$ cat config.mk
export PLATFORM = sky130hd
export DESIGN_NAME = fifo_serializer
export DESIGN_NICKNAME = d
export VERILOG_FILES = /design/src/rtl/fifo_serializer_pkg.sv /design/src/rtl/fifo_serializer_bit_timer.sv /design/src/rtl/fifo_serializer.sv
export SDC_FILE = /design/constraint.sdc
export NUM_CORES = 1
export LEC_CHECK = 0
export CORE_UTILIZATION = 38
export CTS_CLUSTER_DIAMETER = 60
export DETAILED_ROUTE_END_ITERATION = 12
export GPL_ROUTABILITY_DRIVEN = 0
export PLACE_DENSITY = 0.69
export SYNTH_ARGS = -nofsm -noshare
export SYNTH_HDL_FRONTEND = slang
export SYNTH_HIERARCHICAL = 1
export SYNTH_SLANG_ARGS = --single-unit
$ cat constraint.sdc
create_clock -name clk -period 2.1 [get_ports clk]
set_input_delay 0.42 -clock clk [delete_from_list [all_inputs] [get_ports clk]]
set_output_delay 0.42 -clock clk [all_outputs]
set_load 0.005 [all_outputs]
$ cat src/rtl/fifo_serializer_pkg.sv
// Shared definitions for the FIFO-fed serializer: FSM state encoding and default sizing.
// The PARITY encoding is reserved here; the FSM only visits it when FIFO_SERIALIZER_PARITY_EN is defined.
package fifo_serializer_pkg;

    localparam int DEFAULT_WIDTH        = 8;
    localparam int DEFAULT_CLKS_PER_BIT = 16;

    typedef enum logic [2:0] {
        IDLE   = 3'd0,
        START  = 3'd1,
        DATA   = 3'd2,
        PARITY = 3'd3,
        STOP   = 3'd4
    } state_e;

endpackage

$ cat src/rtl/fifo_serializer_bit_timer.sv
// bit_timer: free-running 0..CLKS_PER_BIT-1 counter that pulses tick on its last count.
// Holding clear parks the count at zero so the first bit of a frame gets its full length.
module bit_timer
    import fifo_serializer_pkg::*;
#(
    parameter int CLKS_PER_BIT = DEFAULT_CLKS_PER_BIT
) (
    input  logic clk,
    input  logic rst_n,
    input  logic clear,
    output logic tick
);

    localparam int CNT_W = (CLKS_PER_BIT > 1) ? $clog2(CLKS_PER_BIT) : 1;
    localparam logic [CNT_W-1:0] LAST_CNT = CNT_W'(CLKS_PER_BIT - 1);

    logic [CNT_W-1:0] cnt_q;
    logic [CNT_W-1:0] cnt_d;

    always_comb begin
        cnt_d = cnt_q;
        if (clear || (cnt_q == LAST_CNT)) begin
            cnt_d = '0;
        end else begin
            cnt_d = cnt_q + CNT_W'(1);
        end
    end

    always_ff @(posedge clk or negedge rst_n) begin
        if (!rst_n) begin
            cnt_q <= '0;
        end else begin
            cnt_q <= cnt_d;
        end
    end

    assign tick = (cnt_q == LAST_CNT);

endmodule

$ cat src/rtl/fifo_serializer.sv
// fifo_serializer: pulls words from an upstream FIFO with a four-phase rx_rdy/rx_done handshake
// and sends them LSB first as start/data/[parity]/stop frames. Parity via FIFO_SERIALIZER_PARITY_EN.
module fifo_serializer
    import fifo_serializer_pkg::*;
#(
    parameter int WIDTH        = DEFAULT_WIDTH,
    parameter int CLKS_PER_BIT = DEFAULT_CLKS_PER_BIT
) (
    input  logic             clk,
    input  logic             rst_n,
    input  logic             rx_rdy,
    input  logic [WIDTH-1:0] in_data,
    output logic             rx_done,
    output logic             txd,
    output logic             busy
);

    localparam int IDX_W = (WIDTH > 1) ? $clog2(WIDTH) : 1;
    localparam logic [IDX_W-1:0] LAST_IDX = IDX_W'(WIDTH - 1);

    state_e           state_q;
    state_e           state_d;
    logic [WIDTH-1:0] shift_q;
    logic [WIDTH-1:0] shift_d;
    logic [IDX_W-1:0] idx_q;
    logic [IDX_W-1:0] idx_d;
    logic             rx_done_q;
    logic             rx_done_d;
`ifdef FIFO_SERIALIZER_PARITY_EN
    logic             parity_q;
    logic             parity_d;
`endif

    logic tick;
    logic capture;

    // The timer is held in IDLE so START always begins from count zero.
    bit_timer #(
        .CLKS_PER_BIT(CLKS_PER_BIT)
    ) u_bit_timer (
        .clk  (clk),
        .rst_n(rst_n),
        .clear(state_q == IDLE),
        .tick (tick)
    );

    // A word is taken only once the previous handshake has fully closed (rx_done low).
    assign capture = (state_q == IDLE) && rx_rdy && !rx_done_q;

    always_comb begin
        state_d   = state_q;
        shift_d   = shift_q;
        idx_d     = idx_q;
        rx_done_d = rx_done_q;
`ifdef FIFO_SERIALIZER_PARITY_EN
        parity_d  = parity_q;
`endif

        if (capture) begin
            rx_done_d = 1'b1;
        end else if (!rx_rdy) begin
            rx_done_d = 1'b0;
        end

        case (state_q)
            IDLE: begin
                if (capture) begin
                    state_d  = START;
                    shift_d  = in_data;
                    idx_d    = '0;
`ifdef FIFO_SERIALIZER_PARITY_EN
                    parity_d = ^in_data;
`endif
                end
            end
            START: begin
                if (tick) begin
                    state_d = DATA;
                end
            end
            DATA: begin
                if (tick) begin
                    shift_d = shift_q >> 1;
                    if (idx_q == LAST_IDX) begin
                        idx_d = '0;
`ifdef FIFO_SERIALIZER_PARITY_EN
                        state_d = PARITY;
`else
                        state_d = STOP;
`endif
                    end else begin
                        idx_d = idx_q + IDX_W'(1);
                    end
                end
            end
`ifdef FIFO_SERIALIZER_PARITY_EN
            PARITY: begin
                if (tick) begin
                    state_d = STOP;
                end
            end
`endif
            STOP: begin
                if (tick) begin
                    state_d = IDLE;
                end
            end
            default: begin
                state_d = IDLE;
            end
        endcase
    end

    always_ff @(posedge clk or negedge rst_n) begin
        if (!rst_n) begin
            state_q   <= IDLE;
            shift_q   <= '0;
            idx_q     <= '0;
            rx_done_q <= 1'b0;
`ifdef FIFO_SERIALIZER_PARITY_EN
            parity_q  <= 1'b0;
`endif
        end else begin
            state_q   <= state_d;
            shift_q   <= shift_d;
            idx_q     <= idx_d;
            rx_done_q <= rx_done_d;
`ifdef FIFO_SERIALIZER_PARITY_EN
            parity_q  <= parity_d;
`endif
        end
    end

    // Line level is decoded from registered state, so reset drives it high without a clock.
    always_comb begin
        txd = 1'b1;
        case (state_q)
            START:   txd = 1'b0;
            DATA:    txd = shift_q[0];
`ifdef FIFO_SERIALIZER_PARITY_EN
            PARITY:  txd = parity_q;
`endif
            default: txd = 1'b1;
        endcase
    end

    assign busy    = (state_q != IDLE);
    assign rx_done = rx_done_q;

endmodule

==> insert_results.sql, run 1 <==
INSERT INTO impl_metrics (metric_group, metric, value, unit) VALUES
('status', 'status', 'complete, no violations', ''),
('place', 'place_area', '1150', 'µm²'),
('sta', 'worst_slew_margin_rel', '0.805', ''),
('finish', 'finish.net_count', '114', ''),
('sta', 'timing.final.crit_share', '0.962', ''),
('floorplanning', 'floorplan.die.width', '52.5', 'µm'),
('critical_path', 'arrival', '1600', 'ps'),
('routing', 'drt_pass_1_iters', '4', ''),
('yosys', 'yosysSeqAreaShare', '0.492', ''),
('yosys', 'synth_area', '967', 'µm²'),
('critical_path', 'critical_path_class', 'flip-flop to output port', ''),
('cts', 'clk_pin_slew_worst_paths', '110', 'ps'),
('floorplanning', 'standard_cell_row_count', '17', ''),
('global_route', 'grt_first_pass_wirelength', '2860', 'µm'),
('yosys', 'yosysUniqueCellTypes', '33', ''),
('cts', 'cts.path.max_buffers', '2', ''),
('global_route', 'gr-total-overflow', '0', ''),
('finish', 'final_layout_size_suffix_gt1_frac', '0.293', ''),
('cts', 'post_cts_hold_buffer_count', '0', ''),
('critical_path', 'timing.critical_path.from_type', 'flip-flop', ''),
('finish', 'fin_cells', '127', ''),
('global_route', 'grt_pass1_vias', '638', ''),
('sta', 'worst_slew_pin_slew', '292', 'ps'),
('global_route', 'initial_antenna_violation_count', '0', ''),
('routing', 'route.detailed.vias_per_inst', '5.17', ''),
('power', 'cellLeakagePower', '0.000494', 'µW'),
('yosys', 'synthesis.area_per_instance', '12.1', 'µm²'),
('place', 'buffer_ports.inserted', '13', ''),
('sta', 'number_of_setup_violations_in_the_final_report', '0', ''),
('routing', 'wl', '1710', 'µm'),
('critical_path', 'crit_buf_inv', '1', ''),
('critical_path', 'rr_startpoint', 'u_bit_timer/cnt_q[0]', ''),
('critical_path', 'timing.critical_path.slowest_cell_delay', '520', 'ps'),
('finish', 'finish.utilization', '0.512', ''),
('critical_path', 'cp_top_family', 'buffers and inverters', ''),
('floorplanning', 'starting_utilization_of_the_core_area', '0.421', ''),
('cts', 'worst_skew_pair.late_latency', '300', 'ps'),
('routing', 'via_count_of_the_routed_design', '657', ''),
('yosys', 'ys_seq_elements', '19', ''),
('critical_path', 'cell_chain_of_the_critical_path', 'nor3b_1 -> o21bai_1 -> clkdlybuf4s50_1', ''),
('routing', 'drc_errors', '0', ''),
('cts', 'cts.sinks', '19', ''),
('place', 'dpl.hpwl', '1240', 'µm'),
('sta', 'fin_worst_skew', '4.04', 'ps'),
('floorplanning', 'placeableCoreArea', '2300', 'µm²'),
('yosys', 'synthDominantCellAreaShare', '0.492', ''),
('sta', 'maxSlewViolCount', '0', ''),
('cts', 'clock_tree.htree_level_count', '1', ''),
('yosys', 'synthArstFlopShare', '1.00', ''),
('critical_path', 'startpoint', 'state_q[1]', ''),
('critical_path', 'setup.worst_path.end_class', 'output port', ''),
('cts', 'tritoncts', 'built', ''),
('yosys', 'yosys.cell_count.top_type', 'sky130_fd_sc_hd__dfrtp_1', ''),
('yosys', 'postSynthCellCount', '80', ''),
('floorplanning', 'num_ports', '14', ''),
('finish', 'finalInstanceArea', '1180', 'µm²'),
('yosys', 'synth-warning-count', '6', ''),
('job', 'drv_cap', '0', ''),
('cts', 'clock-root-buffer', 'sky130_fd_sc_hd__clkbuf_4', ''),
('routing', 'drt-initial-drc-count', '4', ''),
('global_route', 'grt_max_degree', '20', ''),
('yosys', 'synthDominantAreaCellType', 'sky130_fd_sc_hd__dfrtp_1', ''),
('yosys', 'synth_enable_flop_cells', '0', ''),
('floorplanning', 'die_h', '52.5', 'µm'),
('critical_path', 'critical_path_peak_fanout', '7', ''),
('critical_path', 'number_of_cells_on_the_worst_reg_to_reg_path', '5', ''),
('finish', 'antenna_cells', '0', ''),
('sta', 'unrepaired_setup_endpoints_after_global_routing', 'false', ''),
('cts', 'postCtsResizedCells', '0', ''),
('cts', 'cts-buffers-inserted', '3', ''),
('critical_path', 'required', '1680', 'ps');
==> layer usage <==
metal	wire [µm]	vias to the layer above	share of wire	GRT usage
met2	793	16	0.46	0.234
met3	99	0	0.058	0.0609
li1	-	329	-	-
met1	813	312	0.48	0.182
met5	0	-	0	0
met4	0	0	0	0.0132
==> path summary, 6_finish.rpt <==
path                               to  slack (ps)
setup reg to reg           shift_q[1]         290
hold / removal               idx_q[1]         440
hold reg to reg              idx_q[0]         500
min in group clk             idx_q[0]         500
max in group asynchronous  state_q[0]        1440
setup / recovery                  txd          80
==> power breakdown <==
part	total (µW)	switching, µW	internal (µW)
Clock	185	114	71.1
Sequential	634	113	520
Combinational	435	169	267
==> flip-flops by register name, summed over array words and instances (netlist names) <==
name	flops
shift_q	8
u_bit_timer/cnt_q	4
idx_q	3
state_q	3
rx_done	1
==> cell usage in the layout (no fill, tap or decap), drive strengths merged, types with 3 or more instances in the layout <==
| cell type | instances |
|---|---|
| a21oi | 3 |
| buf | 4 |
| clkbuf | 3 |
| clkdlybuf4s50 | 13 |
| dfrtp | 19 |
| ha | 3 |
| inv | 4 |
| mux2 | 15 |
| nand2 | 3 |
| o21ai | 3 |
==> logic make-up after synthesis <==
| kind of cell | share of synthesized area |
|---|---|
| AO/OA/AOI/OAI | 0.0958 |
| XOR/XNOR | 0.00906 |
| adder cells (fa/ha/maj) | 0.0388 |
| buffers and inverters | 0.0310 |
| flip-flops | 0.492 |
| multiplexers | 0.185 |
| AND/OR/NAND/NOR | 0.149 |
==> through the flow <==
stage | hold WS (ps) | total power, µW | setup slack [ps]
6_report | 444 | 1250 | 80.4
4_1_cts | 455 | 1260 | 53.0
3_5_place_dp | 488 | 1070 | -13.5
3_3_place_gp | 467 | 1040 | 10.3
5_1_grt | 450 | 1350 | 1.45
2_1_floorplan | 124 | 929 | 455
==> area by class of cell <==
cell class	instances	area, µm²
fillers	216	1120
multi-input cells	55	462
clock inverters	1	5.00
clock buffers	3	22.5
flip-flops and latches	19	477
inverters	4	15.0
repair buffers	17	160
well taps	28	35.0
Note: power is estimated with default switching activity, not from simulation.
==> run 2, diff against run 1 <==
--- a/config.mk
+++ b/config.mk
@@ -5,11 +5,14 @@
 export SDC_FILE = /design/constraint.sdc
 export NUM_CORES = 1
 export LEC_CHECK = 0
+export CORE_MARGIN = 3
 export CORE_UTILIZATION = 38
 export CTS_CLUSTER_DIAMETER = 60
 export DETAILED_ROUTE_END_ITERATION = 12
 export GPL_ROUTABILITY_DRIVEN = 0
 export PLACE_DENSITY = 0.69
+export REMOVE_ABC_BUFFERS = 1
+export SLEW_MARGIN = 20
 export SYNTH_ARGS = -nofsm -noshare
 export SYNTH_HDL_FRONTEND = slang
 export SYNTH_HIERARCHICAL = 1
==> run 2 against run 1 <==
Worst hold slack got worse by 4.1 ps. Clock power rose by 2%. Cell area rose by 1.4%. Utilization rose by 0.23 points. Sequential share of layout area fell by 0.45 points. Routed wire length rose by 2.0%. Combinational power rose by 1%. Final cell count rose by 1.6%. Critical endpoint is now busy.
==> insert_results.sql, run 2 (synthesized netlist as in run 1, its figures left out) <==
INSERT INTO impl_metrics (metric_group, metric, value, unit) VALUES
('status', 'status', 'complete, no violations', ''),
('critical_path', 'timing.critical_path.from_type', 'flip-flop', ''),
('sta', 'fmax', '491', 'MHz'),
('critical_path', 'critical_path_peak_fanout', '8', ''),
('floorplanning', 'placeableCoreArea', '2320', 'µm²'),
('floorplanning', 'floorplan.die.width', '56.5', 'µm'),
('sta', 'worst_slew_pin_slew', '297', 'ps'),
('routing', 'avgRoutedWirePerCell', '13.5', 'µm'),
('sta', 'period_minus_slack', '2040', 'ps'),
('finish', 'antenna_cells', '0', ''),
('cts', 'post_cts_hold_buffer_count', '0', ''),
('global_route', 'gr-total-overflow', '0', ''),
('critical_path', 'required', '1680', 'ps'),
('critical_path', 'rr_endpoint', 'shift_q[2]', ''),
('finish', 'final_layout_size_suffix_gt1_frac', '0.317', ''),
('cts', 'cts-buffers-inserted', '3', ''),
('power', 'cellLeakagePower', '0.000503', 'µW'),
('critical_path', 'setup.worst_path.end_class', 'output port', ''),
('finish', 'synthToLayoutAreaGrowth', '23.3', '%'),
('routing', 'wl', '1740', 'µm'),
('cts', 'cts.path.max_buffers', '2', ''),
('routing', 'ant_nets', '0', ''),
('sta', 'maxSlewViolCount', '0', ''),
('job', 'drv_cap', '0', ''),
('sta', 'fin_hold_ws', '440', 'ps'),
('floorplanning', 'standard_cell_row_count', '17', ''),
('routing', 'drt_pass_1_iters', '4', ''),
('cts', 'tritoncts', 'built', ''),
('worst_hold_path', 'min_path_type', 'input port to asynchronous set/reset pin', ''),
('power', 'power-per-cell-area', '1060', 'nW/µm²'),
('floorplanning', 'die_h', '56.5', 'µm'),
('cts', 'worst_skew_pair.late_latency', '300', 'ps'),
('critical_path', 'crit_path_top_delay_cell', 'sky130_fd_sc_hd__dfrtp_2', ''),
('critical_path', 'crit_buf_inv', '1', ''),
('floorplanning', 'starting_utilization_of_the_core_area', '0.417', ''),
('finish', 'most_frequent_cells_in_the_layout', 'sky130_fd_sc_hd__dfrtp_1, sky130_fd_sc_hd__mux2_2, sky130_fd_sc_hd__clkdlybuf4s50_1', ''),
('finish', 'sequential_standard_cell_area', '478', 'µm²'),
('power', 'ir_worst_vdd', '0.696', 'mV'),
('critical_path', 'timing.critical_path.slowest_cell_delay', '470', 'ps'),
('cts', 'clk_pin_slew_worst_paths', '110', 'ps'),
('global_route', 'initial_antenna_violation_count', '0', ''),
('sta', 'timing.final.crit_share', '0.970', ''),
('global_route', 'grt_max_degree', '20', ''),
('sta', 'post-route-worst-setup-slack', '62.5', 'ps'),
('critical_path', 'critical_path_class', 'flip-flop to output port', ''),
('sta', 'worst_slew_margin_rel', '0.801', ''),
('critical_path', 'arrival', '1620', 'ps'),
('routing', 'drc_errors', '0', ''),
('floorplanning', 'num_ports', '14', ''),
('cts', 'clock-root-buffer', 'sky130_fd_sc_hd__clkbuf_4', ''),
('routing', 'route.detailed.vias_per_inst', '5.24', ''),
('critical_path', 'cell_chain_of_the_critical_path', 'or3_1 -> clkdlybuf4s50_1', ''),
('place', 'buffer_ports.inserted', '13', ''),
('sta', 'timing.final.hold_violations', '0', ''),
('global_route', 'grt_pass1_vias', '716', ''),
('finish', 'num-fill-cells', '219', ''),
('routing', 'via_count_of_the_routed_design', '676', ''),
('critical_path', 'cp_top_family', 'flip-flops', ''),
('finish', 'multi_input_logic_area', '462', 'µm²'),
('cts', 'cts.sinks', '19', ''),
('finish', 'reg.largest.list', 'shift_q: 8 flops, u_bit_timer/cnt_q: 4 flops', ''),
('finish', 'finish.net_count', '116', ''),
('cts', 'clock_tree.htree_level_count', '1', ''),
('critical_path', 'startpoint', 'state_q[0]', ''),
('critical_path', 'number_of_cells_on_the_worst_reg_to_reg_path', '5', ''),
('finish', 'final_common_cell', 'sky130_fd_sc_hd__dfrtp_1', ''),
('global_route', 'grt_use_total', '0.122', ''),
('place', 'dpl.hpwl', '1220', 'µm'),
('sta', 'number_of_setup_violations_in_the_final_report', '0', ''),
('sta', 'fin_worst_skew', '7.02', 'ps'),
('floorplanning', 'dieArea', '3190', 'µm²'),
('routing', 'drt-initial-drc-count', '3', ''),
('place', 'preCtsSetupSlack', '17.6', 'ps'),
('global_route', 'grt_first_pass_wirelength', '2990', 'µm'),
('finish', 'largest_register_ffs', '8', ''),
('finish', 'register_bank_with_the_most_flops', 'shift_q', ''),
('critical_path', 'regToRegSetupSlack', '290', 'ps'),
('critical_path', 'rr_startpoint', 'u_bit_timer/cnt_q[0]', ''),
('power', 'total_power_after_layout', '1260', 'µW');
run 2: worst max-delay path by stage:
stage               cells after the start    endpoint
detailed placement                      4  shift_q[1]
global route                            2        busy
floorplan                               3  shift_q[0]
CTS                                     2        busy
finish                                  2        busy
global placement                        4  shift_q[3]
run 2: power breakdown:
group	switching, µW	internal [µW]	leakage, µW
logic	168	271	0.000256
clock network	118	71.1	0.0000177
registers	110	521	0.000229
total	396	863	0.000503
run 2: final cells by class:
cell class | instances | area share
clock buffers | 3 | 0.0189
clock inverters | 1 | 0.00420
inverters | 4 | 0.0126
multi-input cells | 55 | 0.387
flip-flops and latches | 19 | 0.401
well taps | 28 | 0.0294
repair buffers | 19 | 0.147
run 2: layer usage:
| layer | vias to the layer above | share of wire | track usage |
|---|---|---|---|
| li1 | 330 | - | - |
| met1 | 333 | 0.44 | 0.147 |
| met2 | 9 | 0.51 | 0.196 |
| met3 | 4 | 0.023 | 0.0138 |
| met4 | 0 | 0.026 | 0.0915 |
| met5 | - | 0 | 0 |
run 2: stage by stage:
step / instances / TNS, ps / util / instance area (µm²)
2_1_floorplan: 78 / 0 / - / 952
3_3_place_gp: 123 / 0 / 0.495 / 1150
3_5_place_dp: 123 / 0 / 0.495 / 1150
4_1_cts: 129 / 0 / 0.514 / 1190
5_1_grt: 129 / -3.03 / 0.514 / 1190
6_report: 129 / 0 / 0.514 / 1190
run 2: timing repair:
item | in CTS | in global routing
gates cloned | 0 | 0
resized for setup | 1 | 1
setup buffers | 2 | 0
endpoints found under the setup margin | 2 | 1
